## src/rtl/uart_pkg.sv

```systemverilog
// Shared UART definitions: controller state encoding, frame geometry and
// the cycles-per-bit calculation used by both the transmitter and receiver.
package uart_pkg;

  // Two-state link controller: waiting for a byte, or shifting a frame out.
  typedef enum logic {
    IDLE = 1'b0,
    BUSY = 1'b1
  } uart_state_e;

  // Start bit + 8 data bits + stop bit.
  localparam int unsigned FRAME_BITS = 10;
  localparam int unsigned BIT_CNT_W  = $clog2(FRAME_BITS);

  // Clock cycles spent on each serial bit (integer division, truncating).
  function automatic int unsigned cycles_per_bit(input int unsigned clock_freq,
                                                 input int unsigned baud_rate);
    return clock_freq / baud_rate;
  endfunction

endpackage

```

## src/rtl/uart_baud_counter.sv

```systemverilog
// Per-bit cycle counter: counts 0..N-1 while enabled and raises Tick on the
// last cycle of each bit so the controller can move to the next bit.
module uart_baud_counter #(
  parameter int unsigned N = 10
) (
  input  logic Clock,
  input  logic Reset,
  input  logic Clear,
  output logic Tick
);

  localparam int unsigned CNT_W = (N > 1) ? $clog2(N) : 1;
  localparam logic [CNT_W-1:0] LAST = CNT_W'(N - 1);

  // A bit period shorter than two cycles leaves no room for the idle gap.
  if (N < 2) begin : g_bad_n
    $error("uart_baud_counter: N must be at least 2");
  end

  logic [CNT_W-1:0] count;

  // Cycle counter: held at zero while cleared, wraps after N-1.
  always_ff @(posedge Clock or negedge Reset) begin
    // NOTE: non-blocking (<=) for every flop so all registers update from
    // pre-edge values; blocking here would create order-dependent races.
    if (!Reset) begin
      count <= '0;
    end else if (Clear || count == LAST) begin
      count <= '0;
    end else begin
      count <= count + CNT_W'(1);
    end
  end

  assign Tick = !Clear && (count == LAST);

endmodule

```

## src/rtl/uart_transmitter.sv

```systemverilog
// 8N1 UART transmitter with a valid/ready byte interface. A byte is latched
// into a 10-bit frame on handshake and shifted out LSB first; the line is
// idle high and every output is registered so SOut only moves at bit edges.
module uart_transmitter
  import uart_pkg::*;
#(
  parameter int unsigned CLOCK_FREQ = 33_000_000,
  parameter int unsigned BAUD_RATE  = 115_200
) (
  input  logic       Clock,
  input  logic       Reset,
  input  logic [7:0] DataIn,
  input  logic       DataInValid,
  output logic       DataInReady,
  output logic       SOut
);

  localparam int unsigned N = cycles_per_bit(CLOCK_FREQ, BAUD_RATE);
  localparam logic [BIT_CNT_W-1:0] LAST_BIT = BIT_CNT_W'(FRAME_BITS - 1);

  uart_state_e           state;
  logic [BIT_CNT_W-1:0]  bit_cnt;
  logic [BIT_CNT_W-1:0]  next_bit;
  logic [FRAME_BITS-1:0] frame;
  logic                  handshake;
  logic                  count_clear;
  logic                  bit_tick;

  assign handshake   = DataInValid && DataInReady;
  assign count_clear = (state == IDLE);
  assign next_bit    = bit_cnt + BIT_CNT_W'(1);

  uart_baud_counter #(
    .N(N)
  ) u_baud_counter (
    .Clock(Clock),
    .Reset(Reset),
    .Clear(count_clear),
    .Tick (bit_tick)
  );

  // Frame controller: accepts a byte in IDLE, steps through the frame bits
  // on each baud tick while BUSY, and returns to IDLE after the stop bit.
  always_ff @(posedge Clock or negedge Reset) begin
    if (!Reset) begin
      state       <= IDLE;
      bit_cnt     <= '0;
      // NOTE: the frame register is reset (all ones = line idle) because a
      // mid-frame reset must leave no stale data bits behind; plain data
      // storage that is always written before use would not need a reset.
      frame       <= '1;
      DataInReady <= 1'b1;
      SOut        <= 1'b1;
    end else begin
      case (state)
        IDLE: begin
          if (handshake) begin
            frame       <= {1'b1, DataIn, 1'b0};
            bit_cnt     <= '0;
            state       <= BUSY;
            DataInReady <= 1'b0;
            SOut        <= 1'b0;
          end
        end
        BUSY: begin
          if (bit_tick) begin
            if (bit_cnt == LAST_BIT) begin
              state       <= IDLE;
              bit_cnt     <= '0;
              frame       <= '1;
              DataInReady <= 1'b1;
              SOut        <= 1'b1;
            end else begin
              bit_cnt <= next_bit;
              SOut    <= frame[next_bit];
            end
          end
        end
      endcase
    end
  end

endmodule

```

## config.mk

```make
export PLATFORM = sky130hd
export DESIGN_NAME = uart_transmitter
export DESIGN_NICKNAME = d
export VERILOG_FILES = /design/src/rtl/uart_pkg.sv /design/src/rtl/uart_baud_counter.sv /design/src/rtl/uart_transmitter.sv
export SDC_FILE = /design/constraint.sdc
export NUM_CORES = 1
export LEC_CHECK = 0
export ABC_AREA = 0
export BUFFER_PORTS_ARGS = -buffer_cell sky130_fd_sc_hd__buf_2
export CAP_MARGIN = 15
export CORE_MARGIN = 10
export CORE_UTILIZATION = 60
export CTS_CLUSTER_DIAMETER = 60
export DETAILED_ROUTE_END_ITERATION = 10
export GPL_ROUTABILITY_DRIVEN = 0
export GPL_TIMING_DRIVEN = 0
export PLACE_DENSITY = 0.79
export SETUP_SLACK_MARGIN = 0.2
export SLEW_MARGIN = 20
export SYNTH_ARGS = -nofsm -noshare
export SYNTH_HDL_FRONTEND = slang
export SYNTH_SLANG_ARGS = --single-unit
```

## constraint.sdc

```tcl
create_clock -name Clock -period 2.3 [get_ports Clock]
set_input_delay 0.23 -clock Clock [delete_from_list [all_inputs] [get_ports Clock]]
set_output_delay 0.23 -clock Clock [all_outputs]
set_load 0.01 [all_outputs]
```

Word level (Yosys, flattened, before mapping)
Cells that the tools add are included.
{"block": "word_totals", "memories": 0, "out_inout_bits": 2, "input_bits": 11, "ram_bits": 0, "word_cells": 42, "romBits": 0, "latchBits": 0, "regBits": 26}
{"block": "classes", "muxes": 22, "order_cmp": 1, "multipliers": 0, "n_bitwise": 1, "reduce_logical": 5, "n_addsub": 2, "shift": 0, "n_eq_ne": 5, "div_mod_pow": 0}
{"operator": "2-to-1 mux 10 bit", "n": 3}
{"operator": "one-hot mux 10 bit (2 select lines)", "n": 1}
{"operator": "2-to-1 mux 4 bit", "n": 3}
{"operator": "adder 9 x 1 -> 9 bit, second input constant", "n": 1}
{"operator": "== test 9 bit, second input constant", "n": 1}
{"operator": "2-to-1 mux 1 bit", "n": 9}
{"operator": "2-to-1 mux 9 bit", "n": 1}
{"operator": "one-hot mux 4 bit (2 select lines)", "n": 1}
{"operator": "one-hot mux 1 bit (2 select lines)", "n": 3}
{"operator": "< comparator 4 x 5 -> 1 bit, second input constant", "n": 1}
{"operator": "adder 4 x 1 -> 4 bit, second input constant", "n": 1}
{"operator": "binary-select mux 1 bit (select 4 bit)", "n": 1}
{"operator": "== test 4 bit, second input constant", "n": 1}
{"operator": "!= test 2 x 1 -> 1 bit, second input constant", "n": 2}
{"operator": "AND reduction 3 bit", "n": 1}
{"operator": "logical AND 1 bit", "n": 2}
{"operator": "!= test 2 bit, second input constant", "n": 1}
{"operator": "AND reduction 2 bit", "n": 1}
{"operator": "logical OR 1 bit", "n": 1}
{"operator": "inverter 1 bit", "n": 1}

Depth between registers and ports, before layout
Gate-level depths: netlist of the first run.
{"block": "logic_depth", "ltp_word": 6, "mapped_depth": 7, "mapped_depth_nobuf": 6}

Cells and area by module
From an unflattened synthesis of the first run, not the netlist that was laid out.
{"block": "hier_totals", "cells_unflattened": 127, "area_unflattened_um2": 1302.5}
{"module": "uart_transmitter", "cells_each": 77, "n_inst": 1, "seq_area_each_um2": 387.9, "area_each_um2": 809.5}
{"module": "uart_baud_counter", "cells_each": 50, "n_inst": 1, "seq_area_each_um2": 225.2, "area_each_um2": 493.0}

Worst setup path before layout of the first run
Ideal clock, no wire load.
{"block": "synth_timing", "kind": "register to register", "from": "register bit_cnt[0]", "to": "register SOut", "path_slack_ps": 845, "t_arrival_ps": 1357, "stages_incl_launch_ff": 6, "t_required_ps": 2202, "path_cell_list": "dfrtp_1 -> ha_1 -> xnor2_1 -> nand3_1 -> a211o_1 -> o311ai_1"}
{"block": "synth_between", "elab_chain_len": 6, "elab_cells_between_ends": 7, "cone_classes": "1 x add/sub; 1 x eq/ne; 5 x mux"}
{"item": "start, declared", "line_no": "uart_transmitter.sv:22", "rtl": "logic [BIT_CNT_W-1:0] bit_cnt;"}
{"item": "start signal, assigned", "line_no": "uart_transmitter.sv:74", "rtl": "bit_cnt <= next_bit;"}
{"item": "adder 4 x 1 -> 4 bit", "line_no": "uart_transmitter.sv:31", "rtl": "assign next_bit = bit_cnt + BIT_CNT_W'(1);"}
{"item": "binary-select mux 1 bit (select 4 bit)", "line_no": "uart_transmitter.sv:75", "rtl": "SOut <= frame[next_bit];"}
{"item": "2-to-1 mux 1 bit (implied by the code)", "line_no": "uart_transmitter.sv:75"}
{"item": "2-to-1 mux 1 bit *", "line_no": "uart_transmitter.sv:67", "rtl": "if (bit_cnt == LAST_BIT) begin"}
{"item": "2-to-1 mux 1 bit *", "line_no": "uart_transmitter.sv:66", "rtl": "if (bit_tick) begin"}
{"item": "one-hot mux 1 bit (2 select lines) *", "line_no": "uart_transmitter.sv:55", "rtl": "case (state)"}
{"item": "end signal, assigned", "line_no": "uart_transmitter.sv:75"}
{"item": "end, declared", "line_no": "uart_transmitter.sv:15", "rtl": "output logic SOut"}
Every way passes the cells marked *; elsewhere a longest branch is shown, timed or not. The select of a mux whose other input is x is not followed.
A chain may end at the register's enable or synchronous reset.

Worst setup path in the final report of the first run
Same ends and word-level chain as after synthesis.

==> flow_metrics.py, run 1 <==
metrics = {
    "run_status": {
        "outcome": "finished clean",
    },
    "place": {
        "hpwl_um": 1580,
        "dp_cells": 147,
        "pre_cts_slack_ns": 0.689,
        "portBuffers": 12,
    },
    "sta": {
        "max_freq_mhz": 601,
        "rsz0062_at_grt": "no",
        "slew_headroom": 0.660,
        "fin_tns_setup_ns": 0,
        "hold_viol_final": 0,
        "min_period_ns": 1.66,
        "worst_pin_slew_ns": 0.510,
        "final.setup_skew_ns": 0.0160,
        "setup_ws_ns": 0.636,
        "finalSetupViolations": 0,
        "slew_violations": 0,
        "fin_crit_sh": 0.724,
    },
    "power_and_ir_drop": {
        "ir_worst_vdd_mv": 0.419,
        "p_leak_nw": 0.614,
        "powerDensity_nw_per_um2": 548,
    },
    "route": {
        "routed-via-count": 847,
        "wl_per_cell_um": 13.9,
        "route.detailed.drc": 0,
        "first_pass_iters": 4,
        "viasPerCell": 5.57,
        "final_antenna_net_count": 0,
        "drt_iter0_drc": 22,
        "wl_um": 2120,
    },
    "yosys": {
        "yosys_warnings": 0,
        "synth_compound_area_frac": 0.121,
        "yosysTopAreaCell": "dfrtp_1",
        "synth_area_um2": 1190,
        "synth_cell_types": 33,
        "synth_nets": 123,
        "synth_area_leaders": "dfrtp_1 (29%), dfstp_2 (22%), o22a_1 (5.9%)",
        "ys_ff_latch": 24,
        "synthXorXnorAreaFrac": 0.0660,
        "seq_area_frac_synth": 0.513,
        "ys.flop_type": "dfrtp_1",
        "yosysMostFrequentCell": "dfrtp_1",
        "synthAdderAreaFrac": 0.0419,
        "muxShareOfSynthArea": 0.0356,
        "syn_inst": 108,
        "synth_edf_count": 0,
        "synth_common_cells": "dfrtp_1 (14), nand3_1 (13), nor2_1 (12)",
        "synth_top_area_share": 0.293,
        "avgSynthCellArea_um2": 11.1,
        "async_flop_share": 1.00,
        "synthSimpleGateAreaFrac": 0.195,
        "synth_top_family_by_area": "simple AND/OR/NAND/NOR gates",
    },
    "finish": {
        "num-nets-final": 141,
        "multiInputGateArea_um2": 549,
        "area_delta_synth_final_pct": 13.1,
        "fillers": 152,
        "final_core_util": 0.703,
        "seqCellArea_um2": 613,
        "antennaDiodeCount": 0,
        "drive_gt1_frac": 0.280,
        "final_cells": 152,
    },
    "die": {
        "dieWidth_um": 64.6,
        "rows": 16,
        "die_height_um": 64.6,
        "core_um2": 1920,
        "dieArea_um2": 4180,
        "ios": 13,
        "initial_core_util": 0.622,
    },
    "critical_path": {
        "cp_slowest_cell": "dfrtp_1",
        "worstPathArrival_ns": 1.88,
        "cp_max_fo": 5,
        "crit_family": "flip-flops",
        "timing.critical_path.buf_inv": 0,
        "critical_path_class": "reg -> reg",
        "critPathMaxStageDelay_ns": 0.43,
        "path_cells": "ha_1 -> xnor2_1 -> nand3_1 -> a211o_1 -> o311ai_1",
        "required_ns": 2.51,
        "endpoint_kind": "flip-flop",
        "worst_setup_path_start_kind": "flip-flop",
        "worst-r2r-setup-slack_ns": 0.64,
    },
    "global_route": {
        "overflow": 0,
        "grt_max_degree": 25,
        "grt_pass1_wl_um": 3690,
        "grt_use_total": 0.108,
        "antenna_found_initial": 0,
        "grt_pass1_vias": 834,
    },
    "clock_tree": {
        "cts_resized": 0,
        "cts-root-buf": "clkbuf_4",
        "postCtsSetupBuffers": 0,
        "cts_hold_buffers": 1,
        "cts.reportedPaths.clkPinSlew_ns": 0.14,
        "cts_buffers": 3,
        "tritoncts": "done",
        "clk-insertion-delay-late_ns": 0.32,
        "cts_max_path_buffers": 2,
        "htreeDepth": 1,
        "cts_sinks": 24,
    },
    "job": {
        "drv_cap": 0,
    },
    "hold_path": {
        "hold_class": "in -> reg",
    },
}
-- cells in the final DEF (no fill, tap or decap), types with 4 or more instances in the layout --
master,n
xor2_1,7
dfstp_2,10
dfrtp_1,14
o22a_1,8
nor2_1,12
ha_1,4
nand3_1,13
nand2_1,4
buf_2,14
-- cells by family after synthesis --
group	count (synthesis)
mux	4
compound gates	18
buf+inv	7
simple gates	42
xor+xnor	9
flops	24
fa+ha+maj	4
-- flip-flops by register name, summed over array words and instances, names as in the netlist --
register and flops:
SOut 1, bit_cnt 4, frame 9, state 1
u_baud_counter.count 9
-- cell type report --
class / instances / share of cell area
plain buffers: 4 / 0.0157
clock buffers: 3 / 0.0167
clock inverters: 1 / 0.0222
inverters: 3 / 0.00833
multi-input cells: 77 / 0.406
flip-flops and latches: 24 / 0.454
well taps: 27 / 0.0250
repair buffers: 13 / 0.0519
-- final timing paths --
check                                   startpoint                 endpoint  cells after the start
max                                     bit_cnt[0]                     SOut                      5
min                                      DataIn[1]                 frame[2]                      2
max reg2reg                             bit_cnt[0]                     SOut                      5
min reg2reg                u_baud_counter.count[0]  u_baud_counter.count[0]                      1
max in group asynchronous                    Reset                     SOut                      2
min in group asynchronous                    Reset                    state                      2
-- routing by layer --
metal / up-vias / wire [um] / GRT usage
li1: 419 / - / -
met1: 410 / 932 / 0.120
met2: 14 / 1090 / 0.183
met3: 4 / 68 / 0.0309
met4: 0 / 33 / 0.0561
met5: - / 0 / 0
-- power breakdown --
| group | internal, mW | switching [mW] |
|---|---|---|
| Clock | 0.176 | 0.125 |
| Combinational | 0.00699 | 0.00994 |
| Sequential | 0.423 | 0 |
-- per-stage QoR --
stage | total power, mW | cell area (um2) | hold slack (ns)
2_1_floorplan | 0.430 | 1190 | -0.0656
3_3_place_gp | 0.446 | 1290 | 0.227
3_5_place_dp | 0.446 | 1290 | 0.229
4_1_cts | 0.749 | 1350 | 0.126
5_1_grt | 0.768 | 1350 | 0.121
6_report | 0.741 | 1350 | 0.131
Note: power is estimated with default switching activity, not from simulation.
==> inputs of run 2 (changes only) <==
- ABC_AREA: 0 -> 1
- CORE_UTILIZATION: 60 -> 52
- PLACE_DENSITY: 0.79 -> 0.72
- clock period: 2.3 -> 1.5 ns (I/O delays scaled with it)
==> run 2 against run 1 <==
Net effect:
- wire length grew 49%
- highest routed layer unchanged
- area after synthesis up 10%
- core utilization up 1.1 points
- global-route usage grew 1.1 points
- combinational power rose by 58%
- worst hold slack lost 0.065 ns
- cell count is 43% higher
- sequential cell count is the same
- non-clock buffer count rose by 10
- maximum frequency increased by 15%
==> flow_metrics.py, run 2 <==
metrics = {
    "clock_tree": {
        "tritoncts": "done",
        "clk-insertion-delay-late_ns": 0.32,
        "cts_max_path_buffers": 2,
        "htreeDepth": 1,
        "cts-root-buf": "clkbuf_4",
        "cts_sinks": 24,
        "cts.reportedPaths.clkPinSlew_ns": 0.13,
        "cts_buffers": 3,
    },
    "finish": {
        "final_core_util": 0.715,
        "top_regs": "frame: 9 flops, u_baud_counter.count: 9 flops, bit_cnt: 4 flops",
        "final_cell_mix": "nand2_1 (30), inv_1 (21), nor2_1 (14), dfrtp_1 (14), buf_2 (12)",
        "final_common_cell": "nand2_1",
        "fillers": 185,
        "num-nets-final": 203,
        "antennaDiodeCount": 0,
        "area_delta_synth_final_pct": 33.1,
        "drive_gt1_frac": 0.455,
        "final_area_um2": 1750,
    },
    "job": {
        "drv_cap": 0,
    },
    "place": {
        "portBuffers": 12,
        "placed_area_um2": 1420,
        "hpwl_um": 1950,
    },
    "die": {
        "dieWidth_um": 70.3,
        "rows": 18,
        "dieArea_um2": 4950,
        "ios": 13,
        "core_um2": 2450,
        "die_height_um": 70.3,
        "initial_core_util": 0.537,
    },
    "critical_path": {
        "required_ns": 1.73,
        "worstPathArrival_ns": 1.67,
        "endpoint_kind": "flip-flop",
        "cp_max_fo": 5,
        "critical_path_class": "reg -> reg",
        "worst_setup_path_start_kind": "flip-flop",
    },
    "sta": {
        "max_freq_mhz": 693,
        "timing.hold.ws_ns": 0.0660,
        "worst_pin_slew_ns": 0.523,
        "min_period_ns": 1.44,
        "hold_viol_final": 0,
        "slew_violations": 0,
        "final.setup_skew_ns": 0.00709,
        "rsz0062_at_grt": "yes",
        "finalSetupViolations": 0,
        "fin_tns_setup_ns": 0,
        "slew_headroom": 0.652,
        "fin_crit_sh": 0.962,
    },
    "route": {
        "route.detailed.drc": 0,
        "routed-via-count": 1139,
        "viasPerCell": 5.25,
        "final_antenna_net_count": 0,
        "wl_um": 3150,
        "drt_iter0_drc": 31,
        "wl_per_cell_um": 14.5,
        "first_pass_iters": 4,
    },
    "yosys": {
        "synthXorXnorAreaFrac": 0.00665,
        "synthAdderAreaFrac": 0.0380,
        "muxShareOfSynthArea": 0,
        "ys.flop_type": "dfrtp_1",
        "ys_ff_latch": 24,
        "syn_inst": 158,
        "async_flop_share": 1.00,
        "seq_area_frac_synth": 0.465,
        "synth_edf_count": 0,
        "yosysMostFrequentCell": "nand2_1",
        "synth_top_family_by_area": "simple AND/OR/NAND/NOR gates",
        "synthSimpleGateAreaFrac": 0.301,
        "synth_area_um2": 1320,
        "synth_common_cells": "nand2_1 (35), inv_1 (24), nor2_1 (19)",
        "synth_top_area_share": 0.266,
        "avgSynthCellArea_um2": 8.34,
        "yosys_warnings": 0,
        "yosysTopAreaCell": "dfrtp_1",
        "synth_area_leaders": "dfrtp_1 (27%), dfstp_2 (20%), nand2_1 (10%)",
        "synth_nets": 173,
        "synth_cell_types": 26,
        "synth_compound_area_frac": 0.105,
    },
    "global_route": {
        "antenna_found_initial": 0,
        "grt_max_degree": 25,
        "overflow": 0,
        "grt_pass1_vias": 1153,
        "grt_use_total": 0.119,
        "grt_pass1_wl_um": 5080,
    },
    "hold_path": {
        "hold_class": "in -> reg",
    },
    "power_and_ir_drop": {
        "internal_power_uw": 808,
        "p_leak_nw": 0.877,
        "ir_worst_vdd_mv": 0.541,
        "clock_power_share": 0.339,
        "power_frac_seq": 0.635,
        "power_frac_comb": 0.026,
        "sw_frac_of_total": 0.209,
        "powerDensity_nw_per_um2": 583,
        "switching_power_uw": 214,
        "p_total_mw": 1.02,
    },
    "run_status": {
        "outcome": "finished clean",
    },
}
## run 2: cell types whose count changed in the layout (fill, tap and decap cells not counted), sizes merged, moves of 2 or more
cell and delta:
mux2i -2, and2 -3, xor2 -7, nor3 +4
o21ai +8, a21oi +7, o31ai -3, inv +22
o22a -8, o311ai -2, buf +10, nand2 +37
mux2 -2, nor2 +10
## run 2: stage by stage
step                      std cells  setup WS (ns)
final                           217         0.0574
after global routing            217        -0.0256
after CTS                       217         0.0626
after detailed placement        200        -0.0219
after global placement          200         0.0350
after floorplan                 158          0.159
## run 2: layer usage
layer  part of all wire  vias to the layer above  track usage
li1                   -                      555            -
met1               0.41                      552        0.138
met2               0.53                       24        0.214
met3              0.037                        8       0.0240
met4              0.024                        0       0.0329
met5                  0                        -            0
## run 2: final timing paths
| kind | startpoint | slack, ns | cells past startpoint | end |
|---|---|---|---|---|
| max in group asynchronous | Reset | 0.81 | 2 | frame[6] |
| max | u_baud_counter.count[1] | 0.06 | 9 | state |
| max reg2reg | u_baud_counter.count[1] | 0.06 | 9 | state |
| min in group asynchronous | Reset | 0.32 | 2 | u_baud_counter.count[4] |
| min reg2reg | SOut | 0.48 | 2 | SOut |
| min | DataIn[6] | 0.07 | 3 | frame[7] |
## run 2: critical path, cell delays in order (launching register included)
cell and delay (ns):
dfrtp_1 0.41, inv_2 0.08, ha_4 0.14, nand2_4 0.05
nor3_4 0.11, nand2_2 0.11, nor2_4 0.19, nand2_2 0.11
nand2_2 0.08, nand2_1 0.06
## run 2: what timing repair did
| item | CTS | global route |
|---|---|---|
| resized for setup | 19 | 26 |
| setup endpoints to repair | 23 | 24 |
| pin swaps | 7 | 9 |
| setup buffers | 12 | 0 |
| hold buffers | 1 | 0 |
| hold endpoints to repair | 14 | 0 |
## run 2: cells by family (layout without fill, tap and decap cells)
logic type | after synthesis | count (layout)
simple gates | 83 | 83
xor+xnor | 1 | 1
flops | 24 | 24
buf+inv | 27 | 56
fa+ha+maj | 4 | 4
compound gates | 19 | 19
## run 2: power groups by stage
stage / sequential (mW) / clock [mW] / combinational, mW
global route: 0.649 / 0.380 / 0.0303
finish: 0.649 / 0.347 / 0.0267
global placement: 0.660 / 0 / 0.0250
detailed placement: 0.660 / 0 / 0.0256
floorplan: 0.660 / 0 / 0.000191
CTS: 0.649 / 0.352 / 0.0275
## run 2: layout make-up
type | instances | area, um2 | area share
inverters | 25 | 93.8 | 0.0535
well taps | 30 | 37.5 | 0.0214
repair buffers | 25 | 184 | 0.105
plain buffers | 2 | 27.5 | 0.0157
flip-flops and latches | 24 | 613 | 0.350
multi-input cells | 107 | 762 | 0.434
clock buffers | 4 | 36.3 | 0.0207
==> inputs of run 3 (changes only) <==
- BUFFER_PORTS_ARGS: -buffer_cell sky130_fd_sc_hd__buf_2 -> -buffer_cell sky130_fd_sc_hd__clkbuf_2
- CORE_MARGIN: 10 -> default
==> run 3 against run 2 <==
Net effect:
- clock power barely moved
- sequential power barely moved
- die area fell by 45%
- critical endpoint is now frame[6]
- largest power group unchanged
==> flow_metrics.py, run 3 (same netlist as run 2, synthesis figures left out) <==
metrics = {
    "clock_tree": {
        "htreeDepth": 1,
        "clk-insertion-delay-late_ns": 0.32,
        "cts_sinks": 24,
        "tritoncts": "done",
        "cts_max_path_buffers": 2,
        "cts_buffers": 3,
        "cts-root-buf": "clkbuf_4",
        "cts.reportedPaths.clkPinSlew_ns": 0.13,
    },
    "power_and_ir_drop": {
        "powerDensity_nw_per_um2": 592,
        "p_total_mw": 1.02,
        "p_leak_nw": 0.906,
        "ir_worst_vdd_mv": 0.618,
    },
    "die": {
        "ios": 13,
        "dieWidth_um": 52.3,
        "die_height_um": 52.3,
        "rows": 17,
        "initial_core_util": 0.574,
        "dieArea_um2": 2740,
        "core_um2": 2300,
    },
    "finish": {
        "drive_gt1_frac": 0.426,
        "num-nets-final": 206,
        "final_cell_mix": "nand2_1 (31), inv_1 (22), nor2_1 (17)",
        "antennaDiodeCount": 0,
        "final_cells": 218,
        "top_regs": "frame: 9 flops, u_baud_counter.count: 9 flops, bit_cnt: 4 flops",
        "fillers": 169,
        "final_area_um2": 1730,
        "area_delta_synth_final_pct": 31.1,
        "final_core_util": 0.752,
        "final_common_cell": "nand2_1",
    },
    "sta": {
        "rsz0062_at_grt": "yes",
        "min_period_ns": 1.46,
        "worst_pin_slew_ns": 0.595,
        "slew_violations": 0,
        "setup_ws_ns": 0.0428,
        "hold_viol_final": 0,
        "slew_headroom": 0.603,
        "fin_crit_sh": 0.971,
        "finalSetupViolations": 0,
        "final.setup_skew_ns": 0.00264,
        "max_freq_mhz": 686,
    },
    "route": {
        "wl_um": 2830,
        "final_antenna_net_count": 0,
        "first_pass_iters": 4,
        "route.detailed.drc": 0,
        "drt_iter0_drc": 11,
        "routed-via-count": 1115,
        "viasPerCell": 5.11,
        "wl_per_cell_um": 13.0,
    },
    "critical_path": {
        "worstPathArrival_ns": 1.72,
        "endpoint_kind": "flip-flop",
        "timing.critical_path.buf_inv": 2,
        "cp.depth": 9,
        "cp_slowest_cell": "dfrtp_1",
        "worst_setup_path_start_kind": "flip-flop",
        "critPathMaxStageDelay_ns": 0.41,
        "critical_path_class": "reg -> reg",
        "r2r_cells": 9,
        "cpMostUsedCell": "nand2_4",
        "required_ns": 1.76,
        "path_cells": "inv_2 -> ha_4 -> nand2_4 -> nor3_4 -> nand2_2 -> nand2_4 -> nand2_4 -> buf_12 -> a21oi_2",
        "crit_family": "simple AND/OR/NAND/NOR gates",
        "cp_max_fo": 10,
    },
    "hold_path": {
        "min_path_cells": 3,
        "hold_class": "in -> reg",
    },
    "global_route": {
        "grt_use_total": 0.242,
        "grt_pass1_vias": 1039,
        "overflow": 0,
        "grt_pass1_wl_um": 4740,
        "grt_max_degree": 25,
        "antenna_found_initial": 0,
    },
    "place": {
        "hpwl_um": 1760,
        "portBuffers": 12,
        "pre_cts_slack_ns": 0.00882,
        "dp_cells": 198,
        "placed_area_um2": 1420,
    },
    "run_status": {
        "outcome": "finished clean",
    },
    "job": {
        "drv_cap": 0,
    },
}
[run 3: cell count changes in the layout (fill, tap and decap cells not counted), sizes merged]
cell    delta
buf        -8
clkbuf    +11
[run 3: path summary, 6_finish.rpt]
kind / start / endpoint / slack [ns]
setup / recovery: u_baud_counter.count[1] / frame[6] / 0.04
hold / removal: DataIn[0] / frame[1] / 0.06
setup reg to reg: u_baud_counter.count[1] / frame[6] / 0.04
hold reg to reg: SOut / SOut / 0.48
max in group asynchronous: Reset / bit_cnt[3] / 0.77
min in group asynchronous: Reset / u_baud_counter.count[6] / 0.35
[run 3: where the power goes]
group / total, mW / internal, mW / switching, mW
logic: 0.0269 / 0.0109 / 0.0160
registers: 0.649 / 0.649 / 0
clock network: 0.347 / 0.148 / 0.199
[run 3: through the flow]
stage | TNS [ns] | hold slack [ns]
after floorplan | 0 | -0.146
after global placement | 0 | 0.168
after detailed placement | 0 | 0.177
after CTS | 0 | 0.0414
after global routing | -0.0246 | 0.0502
final | 0 | 0.0591
[run 3: final cells by class]
type | instances | area (um2) | share of cell area
buffer | 2 | 27.5 | 0.0159
tap | 28 | 35.0 | 0.0203
multi-input combinational | 107 | 726 | 0.420
sequential | 24 | 613 | 0.355
timing repair buffer | 28 | 194 | 0.112
clock buffer | 4 | 36.3 | 0.0210
inverter | 25 | 96.3 | 0.0558
[run 3: routing by layer]
metal  global-route usage  vias up  wire length [um]
li1                     -      560                 -
met1                0.329      531              1330
met2                0.373       18              1380
met3               0.0377        6                58
met4                0.118        0                60
met5                    0        -                 0
[run 3: tightest hold or removal path, delay by kind of cell]
family	cells	cell delay [ns]
AOI/OAI and AO/OA	1	0.04
and+or+nand+nor	1	0.12
buffers and inverters	1	0.08
[run 3: timing repair]
item | in CTS | in global routing
setup buffers | 12 | 3
pin swaps | 4 | 8
gates resized for setup | 24 | 13
endpoints found under the hold margin | 14 | 0
hold buffers | 1 | 0
setup endpoints to repair | 19 | 23
